$ cat config.mk
export PLATFORM = sky130hd
export DESIGN_NAME = crc_serial_engine_flat
export DESIGN_NICKNAME = d
export VERILOG_FILES = /design/src/rtl/crc_serial_engine_if.sv /design/src/rtl/crc_serial_engine.sv /design/src/flat_wrapper.sv
export SDC_FILE = /design/constraint.sdc
export NUM_CORES = 1
export LEC_CHECK = 0
export BUFFER_PORTS_ARGS = -buffer_cell sky130_fd_sc_hd__buf_2
export CAP_MARGIN = 10
export CORE_ASPECT_RATIO = 0.6
export CORE_MARGIN = 1.5
export CORE_UTILIZATION = 35
export CTS_BUF_LIST = sky130_fd_sc_hd__clkbuf_16
export DETAILED_ROUTE_END_ITERATION = 10
export SLEW_MARGIN = 20
export SYNTH_ARGS = -nofsm -noshare
export SYNTH_HDL_FRONTEND = slang
export SYNTH_SLANG_ARGS = --single-unit
$ cat constraint.sdc
create_clock -name clk -period 6.11 [get_ports clk]
set_clock_uncertainty 0.1 [all_clocks]
set_input_delay 0.9165 -clock clk [delete_from_list [all_inputs] [get_ports clk]]
set_output_delay 0.9165 -clock clk [all_outputs]
set_load 0.01 [all_outputs]
$ cat src/rtl/crc_serial_engine_if.sv
// Ready/valid bundle for crc_serial_engine: word in, {data, crc} out.
// Carries crc_in/crc_err only when CRC_CHECK_EN is defined.
interface crc_serial_engine_if #(
  parameter int DATA_W = 48,
  parameter int CRC_W  = 8
);
  logic                     in_valid;
  logic                     in_ready;
  logic [DATA_W-1:0]        data_in;
  logic                     out_valid;
  logic                     out_ready;
  logic [CRC_W-1:0]         crc_out;
  logic [DATA_W+CRC_W-1:0]  data_out;
`ifdef CRC_CHECK_EN
  logic [CRC_W-1:0]         crc_in;
  logic                     crc_err;
`endif

  modport master (
    output in_valid, data_in, out_ready,
    input  in_ready, out_valid, crc_out,
`ifdef CRC_CHECK_EN
    output crc_in,
    input  crc_err,
    input  data_out
`else
    input  data_out
`endif
  );

  modport slave (
    input  in_valid, data_in, out_ready,
    output in_ready, out_valid, crc_out,
`ifdef CRC_CHECK_EN
    input  crc_in,
    output crc_err,
    output data_out
`else
    output data_out
`endif
  );
endinterface

$ cat src/rtl/crc_serial_engine.sv
// Bit-serial CRC generator: one DATA_W word per handshake, MSB-first LFSR, one bit/clock.
// Optional CRC_CHECK_EN macro adds compare of the result against a captured crc_in.
module crc_serial_engine #(
  parameter int               DATA_W  = 48,
  parameter int               CRC_W   = 8,
  parameter logic [CRC_W-1:0] POLY    = CRC_W'(8'h31),
  parameter logic [CRC_W-1:0] INIT    = '0,
  parameter logic [CRC_W-1:0] XOR_OUT = '0
) (
  input logic                 clk,
  input logic                 rst_n,
  crc_serial_engine_if.slave  bus
);
  localparam int CNT_W = $clog2(DATA_W + 1);

  typedef enum logic [1:0] {
    IDLE  = 2'b00,
    SHIFT = 2'b01,
    DONE  = 2'b10
  } state_t;

  state_t                  state_q, state_d;
  logic                    in_ready_q, in_ready_d;
  logic                    out_valid_q, out_valid_d;
  logic [CNT_W-1:0]        cnt_q, cnt_d;
  logic [CRC_W-1:0]        crc_out_q, crc_out_d;
  logic [DATA_W+CRC_W-1:0] data_out_q, data_out_d;
  logic [DATA_W-1:0]       hold_q, hold_d;
  logic [DATA_W-1:0]       shift_q, shift_d;
  logic [CRC_W-1:0]        crc_q, crc_d;
  logic [CRC_W-1:0]        crc_next;
  logic [CRC_W-1:0]        crc_fin;

  function automatic logic [CRC_W-1:0] crc_step(input logic [CRC_W-1:0] crc,
                                                input logic             b);
    logic fb;
    fb = crc[CRC_W-1] ^ b;
    return {crc[CRC_W-2:0], 1'b0} ^ (fb ? POLY : '0);
  endfunction

  assign crc_next = crc_step(crc_q, shift_q[DATA_W-1]);
  assign crc_fin  = crc_next ^ XOR_OUT;

  always_comb begin
    state_d    = state_q;
    cnt_d      = cnt_q;
    hold_d     = hold_q;
    shift_d    = shift_q;
    crc_d      = crc_q;
    crc_out_d  = crc_out_q;
    data_out_d = data_out_q;
    case (state_q)
      IDLE: begin
        if (bus.in_valid && in_ready_q) begin
          hold_d  = bus.data_in;
          shift_d = bus.data_in;
          crc_d   = INIT;
          cnt_d   = CNT_W'(DATA_W - 1);
          state_d = SHIFT;
        end
      end
      SHIFT: begin
        crc_d   = crc_next;
        shift_d = shift_q << 1;
        if (cnt_q == '0) begin
          // Last bit consumed this edge: publish the finished frame.
          state_d    = DONE;
          crc_out_d  = crc_fin;
          data_out_d = {hold_q, crc_fin};
        end else begin
          cnt_d = cnt_q - CNT_W'(1);
        end
      end
      DONE: begin
        if (bus.out_ready) state_d = IDLE;
      end
      default: state_d = IDLE;
    endcase
    in_ready_d  = (state_d == IDLE);
    out_valid_d = (state_d == DONE);
  end

  // Control and visible outputs: cleared by reset.
  always_ff @(posedge clk or negedge rst_n) begin
    if (!rst_n) begin
      state_q     <= IDLE;
      in_ready_q  <= 1'b0;
      out_valid_q <= 1'b0;
      cnt_q       <= '0;
      crc_out_q   <= '0;
      data_out_q  <= '0;
    end else begin
      state_q     <= state_d;
      in_ready_q  <= in_ready_d;
      out_valid_q <= out_valid_d;
      cnt_q       <= cnt_d;
      crc_out_q   <= crc_out_d;
      data_out_q  <= data_out_d;
    end
  end

  // Working datapath: always reloaded at accept, so no reset needed.
  always_ff @(posedge clk) begin
    hold_q  <= hold_d;
    shift_q <= shift_d;
    crc_q   <= crc_d;
  end

  assign bus.in_ready  = in_ready_q;
  assign bus.out_valid = out_valid_q;
  assign bus.crc_out   = crc_out_q;
  assign bus.data_out  = data_out_q;

`ifdef CRC_CHECK_EN
  logic [CRC_W-1:0] crc_exp_q;

  always_ff @(posedge clk) begin
    if (state_q == IDLE && bus.in_valid && in_ready_q) crc_exp_q <= bus.crc_in;
  end

  assign bus.crc_err = out_valid_q && (crc_out_q != crc_exp_q);
`else
`endif
endmodule

$ cat src/flat_wrapper.sv
// flat-port wrapper written by rule: the top's interface ports become plain ports
module crc_serial_engine_flat 
#(
  parameter int               DATA_W  = 48,
  parameter int               CRC_W   = 8,
  parameter logic [CRC_W-1:0] POLY    = CRC_W'(8'h31),
  parameter logic [CRC_W-1:0] INIT    = '0,
  parameter logic [CRC_W-1:0] XOR_OUT = '0
)
  (clk, rst_n, bus_in_valid, bus_data_in, bus_out_ready, bus_in_ready, bus_out_valid, bus_crc_out, bus_data_out);
  crc_serial_engine_if #(.DATA_W(DATA_W), .CRC_W(CRC_W)) bus_i ();
  input logic clk;
  input logic rst_n;
  input wire logic [$bits(bus_i.in_valid)-1:0] bus_in_valid;
  input wire logic [$bits(bus_i.data_in)-1:0] bus_data_in;
  input wire logic [$bits(bus_i.out_ready)-1:0] bus_out_ready;
  output wire logic [$bits(bus_i.in_ready)-1:0] bus_in_ready;
  output wire logic [$bits(bus_i.out_valid)-1:0] bus_out_valid;
  output wire logic [$bits(bus_i.crc_out)-1:0] bus_crc_out;
  output wire logic [$bits(bus_i.data_out)-1:0] bus_data_out;
  assign bus_i.in_valid = bus_in_valid;
  assign bus_i.data_in = bus_data_in;
  assign bus_i.out_ready = bus_out_ready;
  assign bus_in_ready = bus_i.in_ready;
  assign bus_out_valid = bus_i.out_valid;
  assign bus_crc_out = bus_i.crc_out;
  assign bus_data_out = bus_i.data_out;
  crc_serial_engine #(.DATA_W(DATA_W), .CRC_W(CRC_W), .POLY(POLY), .INIT(INIT), .XOR_OUT(XOR_OUT)) u_core (.clk(clk), .rst_n(rst_n), .bus(bus_i));
endmodule
==> results of run 1 <==
## routing by layer
metal / GRT usage, % / vias up
met5: 0 / -
met4: 4.78 / 2
met3: 4.39 / 9
met2: 18.8 / 96
met1: 19.4 / 1783
li1: - / 1751
## where the power goes
group / internal [uW] / total, uW / switching (uW)
Clock: 602 / 1050 / 452
Sequential: 1730 / 1900 / 170
Combinational: 419 / 977 / 558
Total: 2750 / 3930 / 1180
## stage by stage
| step | instance area, sq um | setup WS, ns | power, uW |
|---|---|---|---|
| 2_1_floorplan | 6520 | 1.42 | 2570 |
| 3_3_place_gp | 7280 | 2.92 | 2860 |
| 3_5_place_dp | 7280 | 2.74 | 2920 |
| 4_1_cts | 7860 | 2.73 | 3990 |
| 5_1_grt | 7870 | 2.54 | 4200 |
| 6_report | 7870 | 2.87 | 3930 |
## critical path, stage by stage, from the launching register on
cell                      delay [ns]
sky130_fd_sc_hd__dfrtp_1        0.45
sky130_fd_sc_hd__and2b_2        0.91
sky130_fd_sc_hd__nand3_4        1.00
sky130_fd_sc_hd__mux2_4         0.60
## logic make-up after synthesis
family / share of synthesized area (%)
AO/OA/AOI/OAI: 0.480
XOR/XNOR: 0.403
adder cells (fa/ha/maj): 0.384
buffers and inverters: 2.69
flip-flops: 73.3
multiplexers: 11.4
AND/OR/NAND/NOR: 11.4
## cell usage in the layout (no fill, tap or decap), types with 5 or more instances in the layout
master                        n
sky130_fd_sc_hd__and2_1       8
sky130_fd_sc_hd__dfrtp_1     66
sky130_fd_sc_hd__nand2_1    145
sky130_fd_sc_hd__mux2_4      17
sky130_fd_sc_hd__mux2_2      39
sky130_fd_sc_hd__buf_2      116
sky130_fd_sc_hd__clkbuf_16   17
sky130_fd_sc_hd__edfxtp_1   104
sky130_fd_sc_hd__nor2_1       6
sky130_fd_sc_hd__mux2i_1      5
## cell type report
cell class / instances / area [sq um] / share of cell area [%]
Timing Repair Buffer: 118 / 596 / 7.57
Sequential cell: 170 / 4770 / 60.7
Inverter: 3 / 11.3 / 0.143
Clock inverter: 15 / 151 / 1.92
Clock buffer: 17 / 425 / 5.41
Multi-Input combinational cell: 247 / 1610 / 20.4
Tap cell: 240 / 300 / 3.82
## registers in the layout, indices dropped and copies added (netlist names)
name,cells
u_core.bus.data_out,56
u_core.hold_q,48
u_core.shift_q,48
u_core.crc_q,8
u_core.cnt_q,6
u_core.state_q,2
u_core.bus.in_ready,1
u_core.bus.out_valid,1
## path summary, 6_finish.rpt
path,start,end,slack [ns],depth (start not counted)
setup / recovery,u_core.state_q[1]$_DFF_PN0_,u_core.bus.data_out[42]$_DFFE_PN0N_,2.87,3
hold / removal,u_core.hold_q[3]$_DFFE_PP_,u_core.bus.data_out[11]$_DFFE_PN0N_,0.37,1
setup reg to reg,u_core.state_q[1]$_DFF_PN0_,u_core.bus.data_out[42]$_DFFE_PN0N_,2.87,3
hold reg to reg,u_core.hold_q[3]$_DFFE_PP_,u_core.bus.data_out[11]$_DFFE_PN0N_,0.37,1
max in group asynchronous,rst_n,u_core.bus.data_out[22]$_DFFE_PN0N_,4.78,1
min in group asynchronous,rst_n,u_core.bus.data_out[50]$_DFFE_PN0N_,0.53,1
==> results summary, run 1 <==
The proportion of layout cells with a drive suffix above 1 is 37.2%. For this block, the routed nets add up to 12.2 mm of wire. The worst setup path is launched from a flop. The detailed-route vias per instance is 4.50. The final estimated routing congestion in global placement came out at 0.731.

The number of detailed-routing iterations run before antenna repair came out at 5. The share of the clock period used by the worst path after layout came out at 53.0%. The run finished with clean final reports.

The power density over cell area came out at 499 nW/um^2. The transition time at the pin with the least slew margin came out at 1.04 ns. The post-route setup TNS is 0 ns. The type of the setup path with the least slack is reg -> reg. The routed length per placed instance is 15.1 um. Detailed placement ended at an HPWL of 7.56 mm. The filler cells instantiated in the layout total 1,677. For this block, wires on met1 add up to 6.40 mm. The total of cells resized after clock tree synthesis came out at 0.

The final non-filler cell total is 810. The total die area came out at 19,500 sq um. The leakage component of the power came out at 0.00373 uW. The number of global-route vias before repair is 3,680. The synthesized instance count is 447. Across the run, the number of max-cap violations was 0. The maximum clock insertion buffer count is 2. The post-synthesis instance area is 6520 sq um. The number of antenna violations at the first check in global routing is 1.

In the routed design, unresolved DRC markers number 0. The instance count after placement with tap cells included is 778. Counting every net in the synthesized netlist gives 501. The predominant post-synthesis flop cell is sky130_fd_sc_hd__edfxtp_1. In this run, the number of DRC markers left after iteration 0 of detailed routing was 211. Setup repair after global routing left no endpoint under its margin. The per-instance average area after synthesis is 14.6 sq um. The first-pass GRT wire length is 19.5 mm. In this run the tightest slew margin relative to its limit is 31.0%.

The total number of yosys warnings is 0. TritonCTS built the clock tree. The routed length on met3 came out at 759 um.

Yosys attributes the largest share of cell area to sky130_fd_sc_hd__edfxtp_1, sky130_fd_sc_hd__dfrtp_1, sky130_fd_sc_hd__nand2_1, sky130_fd_sc_hd__mux2_2, sky130_fd_sc_hd__mux2_4. From synthesis to final layout, the design area changed by 20.7%. The post-CTS setup buffer count is 0. The clock transition at the registers of the reported paths came out at 0.07 ns. The net count of the finished layout came out at 611. The most used standard cell by instance count after synthesis is sky130_fd_sc_hd__nand2_1. The number of flops mapped to enable cells by yosys is 104. The overall die width came out at 179 um.

The total overflow reported by the global router is 0. The maximum clock frequency is 309 MHz. The uppermost layer routed is met5. In the detailed route, the total length drawn on met2 is 4.98 mm. The worst path needs 3.24 ns of the cycle, external delays included.

The number of unique standard cell types used by synthesis came out at 29. The clock buffer count from CTS is 17. The number of endpoints with negative hold slack in the final report is 0. Along the worst path, the maximum fanout reaches 58. The antenna cell count came out at 0.

The number of top-level pins came out at 118. The share of async-settable or async-resettable flops after synthesis is 38.8%. CTS placed an instance of sky130_fd_sc_hd__clkbuf_16 at the clock tree root. In this run, post-CTS hold repair placed 0 buffers. The required time of the worst setup path is 6.30 ns. Clock tree synthesis found a total of 170 sinks. The final-report max-slew violation count is 0. The maximum number of pins on one net before global-route repair is 67. At the end of the flow the core is filled with cells to 43.3%. The library cell occupying the most area in the post-synthesis netlist is sky130_fd_sc_hd__edfxtp_1. The worst setup path is captured at a flop.

Counting instances in the post-synthesis netlist gives the leading cell types as sky130_fd_sc_hd__nand2_1, sky130_fd_sc_hd__edfxtp_1, sky130_fd_sc_hd__dfrtp_1, sky130_fd_sc_hd__mux2_2, sky130_fd_sc_hd__mux2_4. The total via count in the routed design is 3,641. The residual antenna-violating net count after detailed routing came out at 0. After synthesis the netlist holds a flip-flop and latch count of 170.

The sequential area share after synthesis came out at 73.3%. The worst hold-check path type is reg -> reg. Buffers placed on the I/O ports in this run total 117.

At the later pin of the worst-skew pair, clock insertion delay measures 0.42 ns. Of the post-synthesis cell area, the dominant cell type holds 47.9%. The starting density of the core is 35.9%. The standard-cell row count is 38.

The die outline height came out at 109 um. The hold slack came out at 0.371 ns. The data arrival time at the worst-slack endpoint came out at 3.43 ns.

The peak supply drop came out at 0.251 mV. Setup violations remaining at the end of the flow were counted as 0. The number of levels in the clock H-tree came out at 4. The global-route usage over all layers is 13.4%.

The placeable core area is 18,200 sq um.
Power figures use the tool's default switching activity.
==> run 2: changes to the inputs <==
clock period = 3.31 ns   (was 6.11 ns; I/O delays follow)
==> results summary, run 2 (synthesis results as in run 1) <==
The insertion delay of the later-clocked pin in the worst-skew pair is 0.41 ns. The max-capacitance violation count is 0. The total non-filler cell area in the finished layout came out at 7910 sq um. The number of detailed-routing iterations run before antenna repair is 4. The total die area is 19,500 sq um. The tightest min-delay check is of the in -> async type. For the pin with the worst max-slew slack, the measured transition is 0.915 ns. Relative to the synthesized area, the layout overhead comes to 21.3%. The final-layout fill cell count is 1,657. The total overflow reported by the global router is 0. The number of I/O port buffers came out at 117. The final routed wirelength across all metal layers is 12.5 mm. The nature of the critical path startpoint is a flop. The maximum clock frequency came out at 406 MHz. The global-route usage over all layers is 13.6%. The half-perimeter wire length after detailed placement is 7.80 mm. The number of top-level pins is 118.

The number of DRC markers in iteration 0 is 256. The floorplan has 38 rows. The number of buffers inserted for hold repair after clock tree synthesis came out at 0. IR analysis of the VDD net gives a maximum drop of 0.392 mV.

The die outline height came out at 109 um. The final estimated routing congestion in global placement came out at 0.725. The clock period minus final worst setup slack is 2.46 ns. The final non-filler cell total is 815. The library cell used most frequently in the layout, excluding fill and tap cells, is sky130_fd_sc_hd__nand2_1.

The run finished with clean final reports. The instance count after placement with tap cells included came out at 782. The maximum clock insertion buffer count came out at 2. The clock transition at the registers of the reported paths came out at 0.07 ns.

The net count of the finished layout is 615. The post-CTS setup buffer count is 0. The number of antenna violations at the first check in global routing came out at 2. The final-report max-slew violation count came out at 0. The maximum number of pins on one net before global-route repair came out at 67.

STA classifies the critical path endpoint as a flop. The number of endpoints with negative hold slack in the final report is 0. Summed over all cells, the static leakage comes to 0.00377 uW. The residual antenna-violating net count after detailed routing is 0. Cells with a size suffix above 1 make up 37.5% of the layout.

The data arrival time at the worst-slack endpoint came out at 2.65 ns. The most critical setup path has its startpoint at u_core.cnt_q[0]$_DFFE_PN0P_. The instance area at placement came out at 7310 sq um.

The post-route setup TNS came out at 0 ns. The total power is 7320 uW. The detailed-route vias per instance came out at 4.46. In the finished design, the share of the clock period the worst path needs comes to 74.3%.

The placeable core area came out at 18,200 sq um. The flop-to-flop setup slack is 0.85 ns. The sequential cells in the finished layout cover a total of 4770 sq um. Clock tree synthesis selected as its root buffer the cell sky130_fd_sc_hd__clkbuf_16. The number of global-route vias before repair is 3,790. The maximum net fanout on the critical path came out at 35. In this run the power density over the cells is 926 nW/um^2.

Setup repair after global routing left no endpoint under its margin. The worst setup path is of the reg -> reg kind. The count of unresolved DRC violations after routing came out at 0. The source of the worst register-to-register timing path is u_core.cnt_q[0]$_DFFE_PN0P_. The total via count in the routed design came out at 3,638. In the final layout, the multi-input gates occupy 1600 sq um. The first-pass GRT wire length came out at 19.7 mm. The clock tree from TritonCTS is built. The number of levels in the clock H-tree came out at 4. For this design, the sink count on the clock tree is 170. The starting density of the core is 35.9%. The total of endpoints with negative setup slack in the final report is 0. The worst relative slew slack came out at 39.0%. The overall die width came out at 179 um. In the layout the commonest cells are sky130_fd_sc_hd__nand2_1, sky130_fd_sc_hd__buf_2, sky130_fd_sc_hd__edfxtp_1. The number of clock buffers added by TritonCTS is 17.

The flip-flop count of the largest register after layout came out at 56. At the worst endpoint, the required time is 3.50 ns. The total of cells resized after clock tree synthesis is 0. The routed length per placed instance came out at 15.3 um.
## run 2: cell types whose count changed in the layout (fill, tap and decap cells not counted)
cell,before,now
sky130_fd_sc_hd__buf_4,2,6
sky130_fd_sc_hd__clkinv_1,1,2
sky130_fd_sc_hd__clkinv_2,2,0
sky130_fd_sc_hd__nand2b_2,0,1
sky130_fd_sc_hd__nand2b_4,2,1
sky130_fd_sc_hd__diode_2,0,1
sky130_fd_sc_hd__clkinvlp_4,4,0
sky130_fd_sc_hd__clkinv_4,2,4
sky130_fd_sc_hd__inv_8,0,3
## run 2: final cells by class
class                           count  share of cell area [%]
Timing Repair Buffer              122                    7.91
Tap cell                          240                    3.80
Sequential cell                   170                    60.4
Inverter                            3                   0.142
Clock inverter                     15                    2.10
Antenna cell                        1                  0.0316
Multi-Input combinational cell    247                    20.3
Clock buffer                       17                    5.38
## run 2: worst max-delay path: stages, from the launching register on
cell and delay [ns]:
sky130_fd_sc_hd__dfrtp_1 0.42, sky130_fd_sc_hd__inv_1 0.09, sky130_fd_sc_hd__ha_1 0.16, sky130_fd_sc_hd__nor3b_2 0.30
sky130_fd_sc_hd__nand3_4 0.51, sky130_fd_sc_hd__buf_4 0.44, sky130_fd_sc_hd__mux2_4 0.32
## run 2: worst paths after layout
path / cells after the start / end
min: 1 / u_core.bus.data_out[49]$_DFFE_PN0N_
max in group asynchronous: 1 / u_core.bus.data_out[22]$_DFFE_PN0N_
min reg2reg: 1 / u_core.bus.data_out[35]$_DFFE_PN0N_
max reg2reg: 6 / u_core.bus.data_out[41]$_DFFE_PN0N_
min in group clk: 1 / u_core.hold_q[6]$_DFFE_PP_
max: 6 / u_core.bus.data_out[41]$_DFFE_PN0N_
## run 2: per-stage QoR
| step | setup slack (ns) | utilization (%) | hold WS [ns] |
|---|---|---|---|
| after floorplan | 0.410 | - | 0.101 |
| after global placement | 0.894 | 40.3 | 0.356 |
| after detailed placement | 0.818 | 40.3 | 0.364 |
| after CTS | 0.809 | 43.5 | 0.145 |
| after global routing | 0.663 | 43.5 | 0.152 |
| final | 0.850 | 43.5 | 0.119 |
## run 2: routing by layer
layer / GRT usage, % / vias to the layer above / part of all wire [%]
met1: 19.7 / 1776 / 53
li1: - / 1753 / -
met5: 0 / - / 0
met3: 4.18 / 8 / 6.4
met4: 3.78 / 0 / 0.59
met2: 19.6 / 101 / 40
## run 2: where the power goes
group / leakage, uW / switching, uW / internal, uW
logic: 0.00156 / 1040 / 783
registers: 0.00192 / 318 / 3190
clock network: 0.000294 / 862 / 1130
